[src/rtl/friet_state_io_buffer.sv]
// Word-serial state buffer between the register front end and the Friet core:
// shifts in 32-bit words, launches the core on a frozen state, rotates the result out.
module friet_state_io_buffer #(
   parameter int STATE_SIZE = 384,
   parameter int WORD_SIZE  = 32
) (
   input  logic                  aclk,
   input  logic                  aresetn,
   input  logic [WORD_SIZE-1:0]  din_word,
   input  logic                  din_valid,
   output logic                  din_ready,
   input  logic                  start,
   output logic [WORD_SIZE-1:0]  dout_word,
   output logic                  dout_valid,
   input  logic                  dout_ready,
   output logic                  core_start,
   output logic [STATE_SIZE-1:0] core_state,
   input  logic [STATE_SIZE-1:0] core_new_state,
   input  logic                  core_done,
   input  logic                  core_fault,
   output logic                  busy,
   output logic                  fault,
   output logic [3:0]            word_count,
   output logic [1:0]            o_dbg_state
);

   localparam int         WORDS     = STATE_SIZE / WORD_SIZE;
   localparam logic [3:0] LAST_WORD = 4'(WORDS - 1);

   // Handshake rule for both ports: a word moves on a rising edge where valid
   // and ready are both high; valid is never withdrawn by this block once raised.
   typedef enum logic [1:0] {
      ST_IDLE = 2'd0,
      ST_RUN  = 2'd1,
      ST_DONE = 2'd2
   } state_t;

   state_t                r_state;
   logic [STATE_SIZE-1:0] r_buf;
   logic [3:0]            r_word_count;
   logic                  r_core_start;
   logic                  r_fault;
   logic                  w_last_word;

   assign w_last_word = (r_word_count == LAST_WORD);

   always_ff @(posedge aclk or negedge aresetn) begin
      if (!aresetn) begin
         r_state      <= ST_IDLE;
         r_buf        <= '0;
         r_word_count <= '0;
         r_core_start <= 1'b0;
         r_fault      <= 1'b0;
      end else begin
         r_core_start <= 1'b0;
         case (r_state)
            ST_IDLE: begin
               // New words enter at the top so the first of a full burst lands in word 0.
               if (din_valid) begin
                  r_buf        <= {din_word, r_buf[STATE_SIZE-1:WORD_SIZE]};
                  r_word_count <= w_last_word ? 4'd0 : r_word_count + 4'd1;
               end
               if (start) begin
                  r_core_start <= 1'b1;
                  r_word_count <= '0;
                  r_fault      <= 1'b0;
                  r_state      <= ST_RUN;
               end
            end
            ST_RUN: begin
               if (core_done) begin
                  r_buf   <= core_new_state;
                  r_fault <= core_fault;
                  r_state <= ST_DONE;
               end
            end
            ST_DONE: begin
               // Rotate rather than shift so the result is intact after a full read.
               if (dout_ready) begin
                  r_buf <= {r_buf[WORD_SIZE-1:0], r_buf[STATE_SIZE-1:WORD_SIZE]};
                  if (w_last_word) begin
                     r_word_count <= '0;
                     r_state      <= ST_IDLE;
                  end else begin
                     r_word_count <= r_word_count + 4'd1;
                  end
               end
            end
            default: r_state <= ST_IDLE;
         endcase
      end
   end

   assign din_ready   = (r_state == ST_IDLE);
   assign dout_valid  = (r_state == ST_DONE);
   assign busy        = (r_state == ST_RUN);
   assign dout_word   = r_buf[WORD_SIZE-1:0];
   assign core_state  = r_buf;
   assign core_start  = r_core_start;
   assign fault       = r_fault;
   assign word_count  = r_word_count;
   assign o_dbg_state = r_state;

endmodule

[config.mk]
export PLATFORM = sky130hd
export DESIGN_NAME = friet_state_io_buffer
export DESIGN_NICKNAME = d
export VERILOG_FILES = /design/src/rtl/friet_state_io_buffer.sv
export SDC_FILE = /design/constraint.sdc
export NUM_CORES = 1
export LEC_CHECK = 0
export BUFFER_PORTS_ARGS = -buffer_cell sky130_fd_sc_hd__buf_4
export CAP_MARGIN = 0
export CORE_AREA = 2 2 334 336
export CTS_CLUSTER_SIZE = 20
export DETAILED_ROUTE_END_ITERATION = 8
export DIE_AREA = 0 0 336 338
export PLACE_DENSITY = 0.36
export SETUP_SLACK_MARGIN = 0.05
export SLEW_MARGIN = 5
export SYNTH_ARGS = -nofsm -noshare
export SYNTH_HDL_FRONTEND = slang
export SYNTH_SLANG_ARGS = --single-unit
[constraint.sdc]
create_clock -name aclk -period 3.73 [get_ports aclk]
set_clock_uncertainty 0.2 [all_clocks]
set_input_delay 0.1865 -clock aclk [delete_from_list [all_inputs] [get_ports aclk]]
set_output_delay 0.1865 -clock aclk [all_outputs]
set_load 0.01 [all_outputs]
== Yosys cells after proc, flatten, opt, wreduce, memory -nomap -nowiden ==
Cells that the tools add are included.
Word-level totals
  bits in latches: 0
  RAM bits: 0
  memories: 0
  register bits after elaboration: 392
  output and inout bits: 427
  bits in read-only memories: 0
Cells by class
  multiply operators: 0
  equal/unequal tests: 9
  add/sub/neg operators: 1
  $lt $le $gt $ge: 0
  bitwise logic cells: 0
  shifts and indexed selects: 0
  reductions and logical operators: 8
  divide/modulo/power cells: 0
  multiplexer cells: 19
Operators by type and width (number)
  384-bit two-way mux: 3
  384-bit one-hot mux with 3 select lines: 1
  4-bit two-way mux: 4
  2-bit two-way mux: 4
  4-bit one-hot mux with 2 select lines: 1
  4-bit AND reduction: 2
  2-bit by 1-bit != test with 1-bit output (second input constant): 3
  2-bit one-hot mux with 3 select lines: 1
  3-bit AND reduction: 2
  4-bit by 1-bit adder with 4-bit output (second input constant): 1
  4-bit equality test (second input constant): 1
  1-bit two-way mux: 4
  2-bit != test (second input constant): 2
  2-bit nonzero test: 2
  3-bit by 2-bit != test with 1-bit output (second input constant): 1
  3-bit nonzero test: 1
  2-bit by 1-bit equality test with 1-bit output (second input constant): 1
  2-bit equality test (second input constant): 1
  2-bit zero test: 1
  1-bit one-hot mux with 2 select lines: 1

== Logic depth before layout (Yosys ltp) ==
  depth after elaboration: 5
  gate-level depth with buffers: 9

== Least setup slack after synthesis ==
Ideal clock, no wire load.
  kind: register -> register
  start: register r_state[1], in the netlist o_dbg_state[1]
  end: register r_buf[276], in the netlist core_state[276]
  slack: 1170 ps
  cell stages (with the launch flop): 9
  required time: 3405 ps
  buffers on the path: 3
  data arrival time: 2235 ps
  cells stage by stage: dfrtp_1 inv_1 ha_1 buf_2 nor2b_1 a2111oi_4 buf_2 buf_2 mux2_2
On the way
  word-level cells in the longest chain between the ends: 3
  elaborated cells between the ends (all ways): 9
Ends and longest elaborated chain
  start: declaration: line 38  | state_t r_state;
  start signal: assignment: line 49  | r_state <= ST_IDLE;
  start signal: assignment: line 67  | r_state <= ST_RUN;
  start signal: assignment: line 74  | r_state <= ST_DONE;
  2-bit by 1-bit equality test with 1-bit output (*)
  via busy: line 21  | output logic busy,
  2-bit != test (no source line) / 3-bit nonzero test (equally long branches)
  4-bit AND reduction (no source line)
  end signal: assignment: line 60  | r_buf <= {din_word, r_buf[STATE_SIZE-1:WORD_SIZE]};
  end signal: assignment: line 72  | r_buf <= core_new_state;
  end signal: assignment: line 80  | r_buf <= {r_buf[WORD_SIZE-1:0], r_buf[STATE_SIZE-1:WORD_SIZE]};
  end: declaration: line 39  | logic [STATE_SIZE-1:0] r_buf;
Mark *: on every way through the listed nets, which the timed path passes. The rest lies on a longest branch.
A chain may end at the register's enable or synchronous reset.

== Final worst setup path ==
  start: register r_state[0], in the netlist o_dbg_state[0]
  end: register r_word_count[1], in the netlist word_count[1]
On the way
  word-level cells in the longest chain between the ends: 3
  elaborated cells between the ends (all ways): 7
Ends and longest elaborated chain
  2-bit equality test / 2-bit zero test (equally long branches): line 56  | case (r_state)
  2-bit by 1-bit != test with 1-bit output (no source line), or another cell as far along
  3-bit AND reduction (no source line)
  end signal: assignment: line 61  | r_word_count <= w_last_word ? 4'd0 : r_word_count + 4'd1;
  end signal: assignment: line 85  | r_word_count <= r_word_count + 4'd1;
  end: declaration: line 40  | logic [3:0] r_word_count;
Parallel ways exist; a longest one is shown, timed or not.

==> results by group <==
Outcome
  • Status: finished clean

Route
  • Number of routed nets with antenna violations: 0
  • Residual DRC count: 0
  • Drt pass-1 iters: 5
  • Routed len/inst: 25.5 um
  • Via/cell ratio: 4.27
  • Total Wirelength: between 100 and 150 mm
  • Total number of vias: about 18,000
  • DR iter-0 viols: 749

STA
  • Final period util: 93.4%
  • Slew Limit Fails: 0
  • Fmax: 287 MHz
  • Setup tns final: 0 ns
  • Slew Limit Headroom: a little under a third
  • Final min period: 3.48 ns
  • Final setup viols: 0
  • Worst setup margin: 0.248 ns
  • Worst Max-Slew Pin Slew: 1.03 ns
  • Final Hold Vio Count: 0
  • RSZ-0062 raised after global routing: no

Place
  • Area after DPL: approximately 27,000 um^2
  • Port buffer count: 849
  • DPL Wire Length: around 83 mm
  • Setup WS pre-CTS: 0.755 ns
  • Routability cong.: between 0.8 and 0.9

GRT
  • Initial antenna violation count: 12
  • Gr usage total: 18.0%
  • Largest net degree at the start of global routing: 105
  • Global-route wire length before repair: 146 mm
  • Number of global-route vias before repair: 19,128
  • Overflow after GRT: 0

Setup path
  • Critical Path End Type: flop
  • Startpoint Class: flop
  • CP required: 4.03 ns
  • Maximum fanout along the worst path: 20
  • Setup CP Type: flop to flop
  • Crit path arrival time: 3.78 ns

Clock tree
  • Num CTS Buffers: 53
  • Worst-path clk slew: 0.06 ns
  • Worst-skew pair later-pin latency: about 0.63 ns
  • Cts repair resizes: 0
  • Clock root cell: clkbuf_16
  • CTS tree: built
  • CTS sink cnt: 392
  • Hold_buf cts: roughly 410
  • H-tree Lvls: 2
  • Post-CTS Setup Bufs: 0
  • Clock Tree Buf Depth: 3

Synth
  • Mapped Area: 18,900 um^2
  • Syn. warnings: 0
  • Syn Inst Count: 1,434
  • Seq/Total Area, Yosys: 52.0%
  • Largest area contributor in the netlist: dfrtp_1
  • Ranking of synthesized cells by area: dfrtp_1 52%, mux2_2 23%, a22o_1 16%, clkbuf_1 1.8%, a22oi_1 1.3%
  • Number of unique standard cell types used by synthesis: 28
  • Top cell type's share of synthesized area: 52.0%
  • Syn Nets: 1,863
  • Mapped Avg Cell Area: between 10 and 15 um^2
  • Synthesis-stage register bit count: 392

Power and ir drop
  • Sw Share: about two fifths
  • Gate power share: 54.8%
  • PnR Total Power: 30.0 mW
  • Pint: 17.7 mW
  • Leak: 15.9 nW
  • Power share of the clock group: 18.7%
  • VDD IR max: 0.659 mV
  • Sw power: ~12 mW
  • Cell area power density: ~910 nW/um^2
  • Reg power frac: 26.5%

Die
  • Initial Utilization: 17.2%
  • Rows: 122
  • Die Ht: 338 um
  • Die extent in x: 336 um
  • # IOs: 850
  • Die footprint: roughly 110,000 um^2
  • Core area: 110,000 um^2

Final layout
  • Final core utilization: 30.0%
  • Share of layout cells above drive strength 1: 51.8%
  • Commonest cells after routing, fill and taps aside: 898 x buf_4, 414 x dlygate4sd3_1, 392 x dfrtp_1, 387 x mux2_2, 352 x a22o_1
  • Commonest non-fill, non-tap cell in the layout: buf_4
  • # fillers: 11,394
  • Design Area, Final: between 30,000 and 40,000 um^2
  • Layout Nets: roughly 3,000
  • Layout overhead on the synthesized area: 74.9%

Worst hold path
  • Worst Hold Class: input port to async pin

Flow run
  • Max-cap viol count: 0
==> through the flow <==
stage	hold slack [ns]	cells
2_1_floorplan	-0.309	1434
3_3_place_gp	0.152	3668
3_5_place_dp	0.157	3668
4_1_cts	0.0447	4175
5_1_grt	0.0974	4180
6_report	0.0425	4183
==> Yosys cell counts <==
cell,number
mux2_2,387
ha_1,6
o21ai_0,1
mux2i_1,1
nand2_1,1
o31ai_1,2
nor2b_1,4
nand2b_1,4
or3b_2,1
a22o_1,352
o211ai_1,1
a2111oi_4,1
a211oi_1,1
nand3b_1,1
a21oi_1,32
nand3_1,1
buf_4,32
o2bb2ai_1,1
nor2_1,33
dfrtp_1,392
nand4_1,3
clkbuf_1,91
nand4b_1,1
a22oi_1,32
inv_1,5
and2_1,3
buf_2,44
o221ai_1,1
==> final cells by class <==
type / instances / area, um^2 / share of cell area [%]
Sequential cell: 392 / 9810 / 29.7
Inverter: 5 / 18.8 / 0.0568
Multi-Input combinational cell: 870 / 8270 / 25.0
Clock buffer: 71 / 1510 / 4.56
Tap cell: 1488 / 1860 / 5.64
Timing Repair Buffer: 1327 / 11200 / 33.9
Clock inverter: 22 / 360 / 1.09
Antenna cell: 8 / 20.0 / 0.0606
==> power by group through the flow <==
stage / Combinational [mW] / Sequential [mW] / Clock (mW)
after floorplan: 8.81 / 7.53 / 0
after global placement: 15.7 / 8.08 / 0
after detailed placement: 15.8 / 8.10 / 0
after CTS: 16.6 / 8.06 / 5.79
after global routing: 17.6 / 8.16 / 5.95
final: 16.5 / 7.95 / 5.61
==> worst max-delay path, cell delays in order, from the launching register on <==
cell and delay (ns):
dfrtp_1 0.42, inv_1 0.13, ha_2 0.51, buf_4 0.38, mux2_2 0.41, nand4_1 0.12, dlygate4sd3_1 0.56, o21ai_0 0.08
dlygate4sd3_1 0.55
==> layer usage <==
| layer | part of all wire (%) | global-route usage (%) |
|---|---|---|
| met4 | 3.0 | 5.80 |
| met3 | 5.7 | 3.52 |
| met1 | 41 | 21.6 |
| met2 | 51 | 32.1 |
| met5 | 0.020 | 0 |
==> cell families after synthesis <==
| family | synth area share [%] |
|---|---|
| compound gates | 18.9 |
| fa+ha+maj | 0.398 |
| buf+inv | 4.35 |
| flops | 52.0 |
| mux | 23.1 |
| simple gates | 1.30 |
==> registers in the layout, indices dropped and copies added, names as in the netlist <==
signal       cells
core_start       1
word_count       4
fault            1
o_dbg_state      2
core_state     384
==> path summary, 6_finish.rpt <==
| path | start | endpoint | slack, ns | cells past startpoint |
|---|---|---|---|---|
| worst max-delay path | o_dbg_state[0] | word_count[1] | 0.25 | 8 |
| worst min-delay path | aresetn | core_state[123] | 0.04 | 2 |
| worst max register to register | o_dbg_state[0] | word_count[1] | 0.25 | 8 |
| worst min register to register | core_state[326] | core_state[326] | 0.33 | 1 |
| max in group asynchronous | aresetn | core_state[342] | 2.16 | 3 |
| min in group aclk | core_done | o_dbg_state[1] | 0.12 | 4 |
Power figures use the tool's default switching activity.
